<file path="src/rtl/adder_tree_fold_ctrl.sv">
// Folded signed reduction: one pairwise adder layer reused over log2(N) passes.
// Optional accumulator on the result path enabled by defining ADDER_FOLD_ACC_EN.

module adder_tree_layer_signed #(
  parameter int INPUTS_AMOUNT = 8,
  parameter int DATAW         = 8
) (
  input  logic signed [DATAW-1:0] data_i [INPUTS_AMOUNT],
  output logic signed [DATAW:0]   data_o [INPUTS_AMOUNT/2]
);
  genvar gi;
  generate
    for (gi = 0; gi < INPUTS_AMOUNT / 2; gi++) begin : g_pair
      assign data_o[gi] = (DATAW+1)'(data_i[2*gi]) + (DATAW+1)'(data_i[2*gi+1]);
    end
  endgenerate
endmodule

module adder_tree_fold_ctrl #(
  parameter  int N     = 8,
  parameter  int DATAW = 8,
  localparam int P     = $clog2(N),
  localparam int OUTW  = DATAW + $clog2(N),
`ifdef ADDER_FOLD_ACC_EN
  localparam int RESW  = OUTW + 8
`else
  localparam int RESW  = OUTW
`endif
) (
  input  logic                    clk_i,
  input  logic                    rst_i,
  input  logic                    in_valid_i,
  output logic                    in_ready_o,
  input  logic signed [DATAW-1:0] in_data_i [N],
  output logic                    out_valid_o,
  input  logic                    out_ready_i,
  output logic signed [RESW-1:0]  out_data_o,
  output logic                    busy_o
`ifdef ADDER_FOLD_ACC_EN
  ,
  input  logic                    acc_clr_i
`endif
);
  localparam int CNTW = $clog2(P + 1);

  typedef enum logic [1:0] {IDLE, REDUCE, DONE} state_t;

  state_t                  state_q, state_d;
  logic signed [OUTW-1:0]  r_q [N];
  logic signed [OUTW-1:0]  r_d [N];
  logic [CNTW-1:0]         pass_cnt_q, pass_cnt_d;
  logic signed [OUTW:0]    layer_out [N/2];
  logic                    last_pass;
  logic                    accept;

  adder_tree_layer_signed #(
    .INPUTS_AMOUNT (N),
    .DATAW         (OUTW)
  ) u_layer (
    .data_i (r_q),
    .data_o (layer_out)
  );

  assign last_pass = (pass_cnt_q == CNTW'(P - 1));
  assign accept    = (state_q == IDLE) && in_valid_i;

  always_comb begin
    state_d    = state_q;
    r_d        = r_q;
    pass_cnt_d = pass_cnt_q;
    case (state_q)
      IDLE: begin
        if (in_valid_i) begin
          for (int i = 0; i < N; i++) r_d[i] = OUTW'(in_data_i[i]);
          pass_cnt_d = '0;
          state_d    = REDUCE;
        end
      end
      REDUCE: begin
        // Sums never exceed OUTW bits, so dropping the carry bit is lossless.
        for (int i = 0; i < N / 2; i++) r_d[i] = OUTW'(layer_out[i]);
        for (int i = N / 2; i < N; i++) r_d[i] = '0;
        pass_cnt_d = pass_cnt_q + 1'b1;
        if (last_pass) state_d = DONE;
      end
      DONE: begin
        if (out_ready_i) state_d = IDLE;
      end
      default: state_d = IDLE;
    endcase
  end

  always_ff @(posedge clk_i) begin
    if (rst_i) begin
      state_q    <= IDLE;
      pass_cnt_q <= '0;
      for (int i = 0; i < N; i++) r_q[i] <= '0;
    end else begin
      state_q    <= state_d;
      pass_cnt_q <= pass_cnt_d;
      r_q        <= r_d;
    end
  end

`ifdef ADDER_FOLD_ACC_EN
  logic signed [RESW-1:0] acc_q, acc_d;
  logic                   acc_clr_q, acc_clr_d;

  always_comb begin
    acc_d     = acc_q;
    acc_clr_d = acc_clr_q;
    if (accept) acc_clr_d = acc_clr_i;
    if (state_q == REDUCE && last_pass)
      acc_d = (acc_clr_q ? RESW'(0) : acc_q) + RESW'(r_d[0]);
  end

  always_ff @(posedge clk_i) begin
    if (rst_i) begin
      acc_q     <= '0;
      acc_clr_q <= 1'b0;
    end else begin
      acc_q     <= acc_d;
      acc_clr_q <= acc_clr_d;
    end
  end

  assign out_data_o = (state_q == DONE) ? acc_q : '0;
`else
  assign out_data_o = (state_q == DONE) ? r_q[0] : '0;
`endif

  assign in_ready_o  = (state_q == IDLE) && !rst_i;
  assign out_valid_o = (state_q == DONE);
  assign busy_o      = (state_q == REDUCE) || (state_q == DONE);
endmodule
</file>
<file path="config.mk">
export PLATFORM = sky130hd
export DESIGN_NAME = adder_tree_fold_ctrl
export DESIGN_NICKNAME = d
export VERILOG_FILES = /design/src/rtl/adder_tree_fold_ctrl.sv
export SDC_FILE = /design/constraint.sdc
export NUM_CORES = 1
export LEC_CHECK = 0
export BUFFER_PORTS_ARGS = -buffer_cell sky130_fd_sc_hd__buf_2
export CAP_MARGIN = 5
export CORE_UTILIZATION = 30
export CTS_CLUSTER_DIAMETER = 120
export DETAILED_ROUTE_END_ITERATION = 8
export GPL_TIMING_DRIVEN = 0
export HOLD_SLACK_MARGIN = 0.05
export PLACE_DENSITY = 0.48
export SLEW_MARGIN = 20
export SYNTH_ARGS = -nofsm -noshare
export SYNTH_HDL_FRONTEND = slang
export SYNTH_SLANG_ARGS = --single-unit
export TNS_END_PERCENT = 10
</file>
<file path="constraint.sdc">
create_clock -name clk_i -period 4 [get_ports clk_i]
set_clock_uncertainty 0.15 [all_clocks]
set_input_delay 0.4 -clock clk_i [delete_from_list [all_inputs] [get_ports clk_i]]
set_output_delay 0.4 -clock clk_i [all_outputs]
set_load 0.05 [all_outputs]
</file>
[Word level (Yosys, flattened, before mapping)]
Cells that the tools add are included.
Storage, ports and cells
  bits in registers: 92
  latch bits: 0
  RAM bits: 0
  ROM bits: 0
  bits of input ports: 68
  output and inout port bits: 14
  word-level logic and storage cells: 37
  memories: 0
Operators by class
  $add $sub $neg: 5
  multiply operators: 0
  divide/modulo/power cells: 0
  order comparisons: 0
  equality and inequality tests: 6
  shift operators: 0
  multiplexer cells: 9
  bitwise logic cells: 0
  reduce and logical (&&, ||, !) cells: 7
Operators by type and width (count)
  $pmux W88 S2: 1
  $mux W88: 1
  $add A11 B11 Y11: 4
  $mux W11: 1
  $mux W2: 4
  $pmux W2 S3: 1
  $eq A2 B2 Y1 const B: 2
  $ne A2 B2 Y1 const B: 2
  $pmux W2 S2: 1
  $reduce_and A3 Y1: 1
  $add A2 B1 Y2 const B: 1
  $eq A2 B1 Y1 const B: 1
  $logic_not A2 Y1: 1
  $ne A2 B1 Y1 const B: 1
  $reduce_and A2 Y1: 1
  $reduce_bool A2 Y1: 1
  $logic_and A1 B1 Y1: 1
  $logic_not A1 Y1: 1
  $logic_or A1 B1 Y1: 1

[Longest topological paths before layout]
Gate-level depths: netlist of run 1.
  word-level depth: 3
  gate-level depth with buffers: 9
  depth with buffers taken out: 9

[Modules after synthesis]
From an unflattened synthesis of run 1, not the netlist that was laid out.
Unflattened totals
  cells, all modules: 562
  area total of the unflattened synthesis: 5183.7 µm²
By module, submodules not included
  adder_tree_fold_ctrl: times used 1, cells each 349, area each 3480.8 µm², seq. area each 1601.5 µm²
  adder_tree_layer_signed: times used 1, cells each 213, area each 1702.9 µm², seq. area each 0.0 µm²

[Worst setup path after synthesis of run 1]
Ideal clock, no wire load.
  kind: reg2out
  start: reg state_q[0]
  end: out in_ready_o
  data arrival time: 1.699 ns
  required time: 3.450 ns
  setup slack: 1.751 ns
  cell stages (with the launch flop): 6
  path buffers: 2
  cell sequence: dfxtp_1 > inv_1 > ha_1 > buf_2 > buf_2 > nor2b_1
Between the ends
  word-level cells in the longest chain between the ends: 2
Ends and longest elaborated chain
  start: declaration: line 48  | state_t state_q, state_d;
  start signal: assignment: line 99  | state_q <= state_d;
  $logic_not A2 Y1: line 132  | assign in_ready_o = (state_q == IDLE) && !rst_i;
  $logic_and A1 B1 Y1: line 132
  end: declaration: line 33  | output logic in_ready_o,
Every way passes these cells.

[Final worst setup path of run 1]
Same ends and word-level chain as after synthesis.

==> results of run 1 <==
-- metrics by stage --
stage                     power, mW  worst slack (ns)  cell area, sq um
after CTS                     2.794             1.425              6026
final                         2.777             1.435              6026
after floorplan               1.654             1.751              5044
after global placement        1.905             1.641              5719
after detailed placement      1.924             1.609              5719
after global routing          2.947             1.305              6026
-- routing by layer --
metal  share of wire, %  up-vias  GRT usage, %
met1                 47     2205         24.17
met3                5.8       14         5.208
met5                  0        -             0
li1                   -     2402             -
met4                1.3        0         4.393
met2                 45      162         30.04
-- worst max-delay path, delay by kind of cell, from the launching register on --
kind                     cells  cell delay, ns
AND/OR/NAND/NOR              1            0.15
buffers and inverters        4            0.92
adder cells (fa/ha/maj)      1            0.26
flip-flops                   1            0.33
-- flip-flops by register name, summed over array words and instances (netlist names) --
register and flops:
r_q 76, pass_cnt_q 2, state_q 2
-- kinds of logic after synthesis --
logic type	after synthesis
AOI/OAI and AO/OA	205
xor gates and xnor gates	21
adders and majority gates	44
buffers and inverters	60
DFF	80
muxes	7
and+or+nand+nor	205
-- layout by cell type, fill, tap and decap left out, types with 3 or more instances in the layout --
master / synthesis / final
a211oi_1: 19 / 19
a21o_1: 14 / 14
a21oi_1: 65 / 65
a221oi_1: 4 / 4
a22oi_1: 13 / 13
a31o_1: 4 / 4
a31oi_1: 4 / 4
and2_1: 13 / 13
buf_1: 4 / 4
buf_2: 14 / 94
clkbuf_1: 11 / 11
clkbuf_16: 0 / 9
clkbuf_8: 0 / 3
dfxtp_1: 80 / 80
fa_1: 4 / 4
ha_1: 40 / 40
inv_1: 26 / 26
mux2i_1: 7 / 7
nand2_1: 52 / 52
nand2b_1: 16 / 16
nand3_1: 16 / 16
nor2_1: 70 / 70
nor2b_1: 8 / 8
nor3_1: 9 / 9
nor3b_1: 3 / 3
o211ai_1: 4 / 4
o21a_1: 6 / 6
o21ai_0: 24 / 24
o21ai_2: 4 / 4
o21bai_1: 5 / 5
o22ai_1: 20 / 20
xnor2_1: 17 / 17
xor2_1: 4 / 4
-- final timing paths --
kind	from	endpoint	depth (start not counted)	slack, ns
min reg2reg	r_q[15]	r_q[15]	2	0.31
max reg2reg	r_q[77]	r_q[87]	9	1.60
min	in_data_i[18]	r_q[24]	3	0.14
max	state_q[0]	in_ready_o	6	1.44
-- where the power goes --
part / switching (mW) / internal, mW / total [mW] / leakage (nW)
clock network: 0.333 / 0.529 / 0.862 / 0.154
registers: 0.0838 / 0.906 / 0.990 / 0.658
logic: 0.558 / 0.367 / 0.925 / 1.72
total: 0.975 / 1.80 / 2.78 / 2.53
-- area by class of cell --
class | instances | area share, %
Buffer | 33 | 2.720
Clock buffer | 12 | 4.423
Clock inverter | 3 | 0.6645
Inverter | 27 | 1.723
Multi-Input combinational cell | 482 | 52.68
Sequential cell | 80 | 26.58
Tap cell | 220 | 4.568
Timing Repair Buffer | 80 | 6.645
-- synth_stat cells (3+ instances only) --
| cell type | count | area share [%] |
|---|---|---|
| nor2b_1 | 8 | 0.99 |
| nand2b_1 | 16 | 2.0 |
| dfxtp_1 | 80 | 32 |
| a221oi_1 | 4 | 0.69 |
| a31oi_1 | 4 | 0.50 |
| nor2_1 | 70 | 5.2 |
| buf_1 | 4 | 0.30 |
| a21o_1 | 14 | 2.1 |
| nor3b_1 | 3 | 0.45 |
| fa_1 | 4 | 1.6 |
| o211ai_1 | 4 | 0.60 |
| xnor2_1 | 17 | 3.0 |
| nor3_1 | 9 | 0.89 |
| a21oi_1 | 65 | 6.4 |
| o21a_1 | 6 | 0.89 |
| o21bai_1 | 5 | 0.74 |
| buf_2 | 14 | 1.4 |
| xor2_1 | 4 | 0.69 |
| o21ai_2 | 4 | 0.69 |
| inv_1 | 26 | 1.9 |
| a31o_1 | 4 | 0.69 |
| o22ai_1 | 20 | 2.5 |
| o21ai_0 | 24 | 2.4 |
| nand3_1 | 16 | 1.6 |
| a22oi_1 | 13 | 1.9 |
| nand2_1 | 52 | 3.9 |
| ha_1 | 40 | 9.9 |
| a211oi_1 | 19 | 2.8 |
| clkbuf_1 | 11 | 0.82 |
| mux2i_1 | 7 | 1.4 |
| and2_1 | 13 | 1.6 |
==> run_results.csv, run 1 <==
group,metric,value,unit
grt,overflow,0,
timing,worst_hold_slack,0.1404,ns
final_layout,final_layout_size_suffix_gt1_share,17.99,%
detailed_routing,ant_nets,0,
timing,fin_crit_sh,64.12,%
grt,grtUsageTotal,18.53,%
yosys,ys_ff_latch,80,
detailed_routing,drtIter0Drc,291,
placement,io_buffers,80,
pwr,ir_drop,0.2657,mV
clocking,htreeDepth,3,
setup_path,path_cells,"inv_1 -> ha_1 -> buf_2 -> buf_2 -> nor2b_1 -> buf_2",
yosys,synth_adder_area_share,11.51,%
floorplan,dieArea,17330,sq um
yosys,synth_top_family_by_area,"compound AO/OA/AOI/OAI gates",
grt,grt_pass1_vias,4786,
clocking,cts_resized,0,
clocking,cts_setup_buffers,0,
pwr,power_leakage,2.535,nW
floorplan,die_w,131.7,um
run,cap_violations,0,
yosys,muxShareOfSynthArea,1.389,%
setup_path,required,3.45,ns
placement,routabilityCongestion,0.8854,
floorplan,die_y,131.7,um
grt,grt_pass1_wl,24810,um
setup_path,crit_top_cell,"buf_2",
final_layout,final_util,36.47,%
final_layout,layout.cells.non_filler,937,
yosys,yosysWarnings,0,
setup_path,worstPathArrival,2.01,ns
clocking,cts_hold_buf,0,
clocking,ctsRootBufferMaster,"clkbuf_16",
min_path,hp-class,"in2reg",
grt,antenna_found_initial,0,
yosys,synth_fp_nets,734,
clocking,path_clk_slew,0.06,ns
timing,hold_viol,0,
pwr,power_density,460.8,nW/um^2
timing,slew_headroom,53.97,%
setup_path,cpPeakStageDelay,0.33,ns
floorplan,core,16520,sq um
yosys,ys_types,60,
clocking,cts_made_buffers,9,
yosys,synth_ff_type,"dfxtp_1",
clocking,clockBufferDepth,2,
timing,tns,0,ns
yosys,synth_compound_area_share,26.89,%
placement,post-place-cells,922,
clocking,clk_latency,0.35,ns
yosys,synth_edf_count,0,
setup_path,cpMaxStageDelayCell,"dfxtp_1",
setup_path,cp_max_fo,10,
run_status,status,"completed",
floorplan,start_util,30.52,%
timing,worst_pin_slew,0.6905,ns
yosys,async_flop_share,0,%
timing,slew_violations,0,
detailed_routing,wl_per_cell,16.54,um
final_layout,nets,825,
yosys,synthXorXnorAreaFrac,3.647,%
floorplan,io_pins,82,
yosys,ys_seq_area_share,31.75,%
setup_path,startpoint_type,"flip-flop",
timing,fin_crit,2.565,ns
clocking,cts_tree,"yes",
final_layout,fill_cells,1742,
yosys,synth_simple_gate_area_share,19.50,%
detailed_routing,avgViaCountPerCell,5.105,
final_layout,multi_input_area,3174,sq um
timing,rsz0062_at_grt,"false",
final_layout,diodes,0,
grt,grt_max_degree,13,
placement,dpl.hpwl,11960,um
floorplan,rows,47,
detailed_routing,routed_wl,15500,um
yosys,synth_area,5044,sq um
detailed_routing,vias,4783,
setup_path,endpoint_kind,"primary output",
detailed_routing,drt-pass1-iter-count,5,
timing,max_freq,0.3899,GHz
setup_path,worstSetupPathType,"reg2out",
yosys,synth_area_per_cell,8.109,sq um
clocking,clock-sinks,80,
final_layout,seq_area,1602,sq um
final_layout,synthToLayoutAreaGrowth,19.47,%
timing,setup_viol,0,
detailed_routing,drc_errors,0,
yosys,netlist_instances,622,
Power figures use the tool's default switching activity.
==> inputs of run 2 (changes only) <==
Clock period 4 ns to 2.7 ns, I/O delays scaled along.
==> run 2 against run 1 <==
Compared with the run above: first-iteration DRC count down 6.5%; sequential power up 48%; core utilization rose by 2.2 points; non-clock buffer count is 36 higher; sequential cell count is the same; largest cell class unchanged; combinational power increased by 52%.
==> run_results.csv, run 2 (same netlist as run 1, synthesis figures left out) <==
group,metric,value,unit
floorplan,core,16520,sq um
run_status,status,"completed",
pwr,power.total,4.153,mW
timing,slew_violations,0,
detailed_routing,drc_errors,0,
final_layout,largest_register_ff_count,76,
floorplan,io_pins,82,
final_layout,diodes,0,
final_layout,final_layout_size_suffix_gt1_share,17.13,%
floorplan,die_w,131.7,um
clocking,ctsRootBufferMaster,"clkbuf_16",
timing,setup_viol,0,
clocking,cts_tree,"yes",
timing,worst_pin_slew,0.6886,ns
timing,fin_crit,2.448,ns
floorplan,start_util,30.52,%
setup_path,required,2.28,ns
timing,rsz0062_at_grt,"false",
detailed_routing,vias,4936,
detailed_routing,ant_nets,0,
detailed_routing,drtIter0Drc,272,
grt,grt_pass1_vias,4903,
grt,antenna_found_initial,0,
detailed_routing,avgViaCountPerCell,5.073,
setup_path,endpoint_kind,"primary output",
timing,tns,0,ns
clocking,clockBufferDepth,2,
final_layout,regMostFlops,"r_q",
floorplan,die_y,131.7,um
timing,hold_viol,0,
pwr,power_leakage,2.685,nW
setup_path,worstSetupPathType,"reg2out",
placement,dpl.hpwl,11960,um
clocking,htreeDepth,3,
clocking,clock-sinks,80,
floorplan,rows,47,
timing,fin_crit_sh,90.67,%
detailed_routing,wl_per_cell,16.11,um
final_layout,reg.largest.list,"r_q x76, pass_cnt_q x2, state_q x2",
clocking,cts_resized,0,
detailed_routing,routed_wl,15670,um
grt,grt_pass1_wl,25160,um
timing,slew_headroom,54.09,%
placement,io_buffers,80,
grt,grt_max_degree,13,
clocking,cts_made_buffers,9,
floorplan,dieArea,17330,sq um
grt,grtUsageTotal,18.77,%
pwr,ir_drop,0.4025,mV
run,cap_violations,0,
grt,overflow,0,
setup_path,startpoint_type,"flip-flop",
clocking,path_clk_slew,0.06,ns
clocking,cts_hold_buf,36,
setup_path,cp_max_fo,10,
final_layout,synthToLayoutAreaGrowth,26.62,%
pwr,power_density,650.3,nW/um^2
final_layout,nets,861,
detailed_routing,drt-pass1-iter-count,5,
clocking,clk_latency,0.35,ns
final_layout,final_cell_mix,"buf_2, dfxtp_1, nor2_1",
placement,routabilityCongestion,0.8854,
clocking,cts_setup_buffers,0,
setup_path,worstPathArrival,2.03,ns
min_path,hp-class,"in2reg",
final_layout,final_common_cell,"buf_2",
timing,max_freq,0.4085,GHz
[run 2: cell types whose count changed in the layout (fill, tap and decap cells not counted), sizes merged]
| cell | delta |
|---|---|
| dlygate4sd3 | +36 |
[run 2: through the flow]
| stage | cells | utilization, % | hold WS [ns] | instance area [sq um] | setup slack (ns) |
|---|---|---|---|---|---|
| floorplan | 622 | - | 0.2551 | 5044 | 0.5744 |
| global placement | 922 | 34.61 | 0.2981 | 5719 | 0.3410 |
| detailed placement | 922 | 34.61 | 0.3048 | 5719 | 0.3093 |
| CTS | 973 | 38.65 | 0.05136 | 6386 | 0.2549 |
| global route | 973 | 38.65 | 0.06640 | 6386 | 0.1355 |
| finish | 973 | 38.65 | 0.04725 | 6386 | 0.2518 |
[run 2: path summary, 6_finish.rpt]
check	startpoint	slack [ns]	depth (start not counted)	to
max	state_q[0]	0.25	6	in_ready_o
max reg2reg	r_q[77]	0.29	9	r_q[87]
min reg2reg	r_q[15]	0.31	2	r_q[15]
min	in_data_i[16]	0.05	3	r_q[22]
[run 2: power breakdown]
group          switching [mW]  internal (mW)  total (mW)
registers               0.124           1.34        1.47
logic                   0.832          0.578        1.41
clock network           0.493          0.784        1.28
[run 2: metal layers]
metal  vias to the layer above  track usage [%]  share of wire, %
met2                       156            31.10                46
met4                         0            4.393               1.3
met5                         -                0                 0
met3                        16            5.015               5.4
met1                      2290            24.12                47
li1                       2474                -                 -
[run 2: cell type report]
class	count	area (sq um)
Fill cell	1715	10140
Inverter	27	103.9
Multi-Input combinational cell	482	3174
Sequential cell	80	1602
Clock inverter	3	40.04
Clock buffer	12	266.5
Buffer	33	163.9
Tap cell	220	275.3
Timing Repair Buffer	116	760.7
[run 2: worst max-delay path, stage by stage, from the launching register on]
cell	delay, ns
dfxtp_1	0.32
inv_1	0.08
ha_1	0.26
buf_2	0.29
buf_2	0.28
nor2b_1	0.15
buf_2	0.27
==> inputs of run 3 (changes only) <==
Settings changed: CELL_PAD_IN_SITES_DETAIL_PLACEMENT from default to 0, CELL_PAD_IN_SITES_GLOBAL_PLACEMENT from default to 1, CTS_BUF_LIST from default to sky130_fd_sc_hd__clkbuf_4 sky130_fd_sc_hd__clkbuf_8, PLACE_DENSITY 0.48 to 0.6.
==> run 3 against run 2 <==
Compared with the run above: sequential cell count unchanged; hold slack better by 0.022 ns; global-route usage up 0.11 points; combinational power about the same; critical path depth unchanged; clock power down 32%; via count down 2.7%; sequential share of layout area up 0.33 points; critical endpoint unchanged; largest cell class unchanged.
==> run_results.csv, run 3 (same netlist as run 1, synthesis figures left out) <==
group,metric,value,unit
run_status,status,"completed",
setup_path,r2r_end,"r_q[87]",
floorplan,rows,47,
floorplan,start_util,30.52,%
final_layout,regMostFlops,"r_q",
pwr,power_density,595.3,nW/um^2
min_path,whs_endpoint,"r_q[69]",
final_layout,reg.largest.list,"r_q x76, pass_cnt_q x2, state_q x2",
detailed_routing,ant_nets,0,
clocking,clock-sinks,80,
timing,worst_hold_slack,0.06920,ns
detailed_routing,routed_wl,15860,um
grt,grtUsageTotal,18.89,%
timing,fin_crit_sh,91.56,%
setup_path,reg2regPathDepth,9,
clocking,clk_latency,0.37,ns
grt,grt_max_degree,14,
setup_path,startpoint_type,"flip-flop",
timing,tns,0,ns
detailed_routing,drtIter0Drc,276,
floorplan,io_pins,82,
setup_path,endpoint_kind,"primary output",
final_layout,postLayoutCellArea,6302,sq um
detailed_routing,wl_per_cell,16.21,um
setup_path,r2r-start,"r_q[77]",
detailed_routing,vias,4804,
timing,fin_crit,2.472,ns
placement,placed_area,5719,sq um
grt,overflow,0,
floorplan,dieArea,17330,sq um
timing,slew_violations,0,
setup_path,rrSetupSlack,0.32,ns
final_layout,fill_cells,1742,
pwr,power.total,3.752,mW
floorplan,die_y,131.7,um
grt,grt_pass1_vias,4813,
setup_path,worstSetupPathType,"reg2out",
grt,grt_pass1_wl,25300,um
min_path,min_from,"in_data_i[51]",
final_layout,diodes,0,
timing,slew_headroom,54.89,%
clocking,htreeDepth,3,
timing,max_freq,0.4045,GHz
detailed_routing,avgViaCountPerCell,4.912,
clocking,ctsRootBufferMaster,"clkbuf_8",
pwr,power_leakage,2.641,nW
placement,routabilityCongestion,0.8559,
timing,rsz0062_at_grt,"false",
pwr,ir_drop,0.2655,mV
final_layout,final_util,38.14,%
floorplan,core,16520,sq um
final_layout,nets,865,
clocking,cts_setup_buffers,0,
clocking,cts_made_buffers,9,
final_layout,largest_register_ff_count,76,
setup_path,cp_max_fo,10,
placement,io_buffers,80,
setup_path,required,2.28,ns
placement,dpl.hpwl,12100,um
timing,setup_viol,0,
timing,hold_viol,0,
min_path,hp-class,"in2reg",
grt,antenna_found_initial,0,
floorplan,die_w,131.7,um
min_path,whs_path_depth,3,
final_layout,final_cell_mix,"buf_2, dfxtp_1, nor2_1",
clocking,cts_tree,"yes",
final_layout,synthToLayoutAreaGrowth,24.96,%
detailed_routing,drt-pass1-iter-count,5,
setup_path,worstPathArrival,2.05,ns
clocking,clockBufferDepth,2,
run,cap_violations,0,
detailed_routing,drc_errors,0,
clocking,path_clk_slew,0.09,ns
timing,worst_pin_slew,0.6767,ns
final_layout,final_common_cell,"buf_2",
final_layout,final_layout_size_suffix_gt1_share,17.15,%
run 3: worst max-delay path by stage:
stage / from / endpoint / slack [ns] / depth (start not counted)
floorplan: r_q[77] / r_q[87] / 0.57 / 9
detailed placement: r_q[77] / r_q[87] / 0.31 / 9
finish: state_q[1] / in_ready_o / 0.23 / 6
global route: state_q[0] / in_ready_o / 0.13 / 6
CTS: state_q[0] / in_ready_o / 0.22 / 6
global placement: r_q[77] / r_q[87] / 0.36 / 9
run 3: per-layer routing:
metal	vias to the layer above	share of wire, %	track usage [%]
met3	13	4.1	2.585
met4	0	1.2	5.814
met1	2188	48	24.71
li1	2484	-	-
met2	119	46	31.98
met5	-	0	0
run 3: area by class of cell:
cell class              count  area [sq um]  area share, %
multi-input cells         482          3174          50.37
flip-flops and latches     80          1602          25.41
repair buffers            120         800.8          12.71
well taps                 220         275.3          4.368
plain buffers              33         163.9          2.601
clock buffers              12         152.6          2.422
inverters                  27         103.9          1.648
clock inverters             4         30.03         0.4765
run 3: power by group:
group | total, mW | switching [mW] | internal (mW)
clock network | 0.869 | 0.487 | 0.382
registers | 1.46 | 0.120 | 1.34
logic | 1.42 | 0.841 | 0.582
run 3: critical path: stages, from the launching register on:
cell     delay (ns)
dfxtp_1        0.34
inv_1          0.08
ha_1           0.25
buf_2          0.28
buf_2          0.29
nor2b_1        0.16
buf_2          0.27
run 3: repair_timing:
action	4_1_cts	5_1_grt
hold endpoints to repair	40	0
gates resized for setup	0	0
hold buffers	40	0
run 3: metrics by stage:
step | setup WS [ns] | std cells
after detailed placement | 0.3116 | 922
final | 0.2280 | 978
after global routing | 0.1261 | 978
after CTS | 0.2189 | 978
after floorplan | 0.5744 | 622
after global placement | 0.3561 | 922
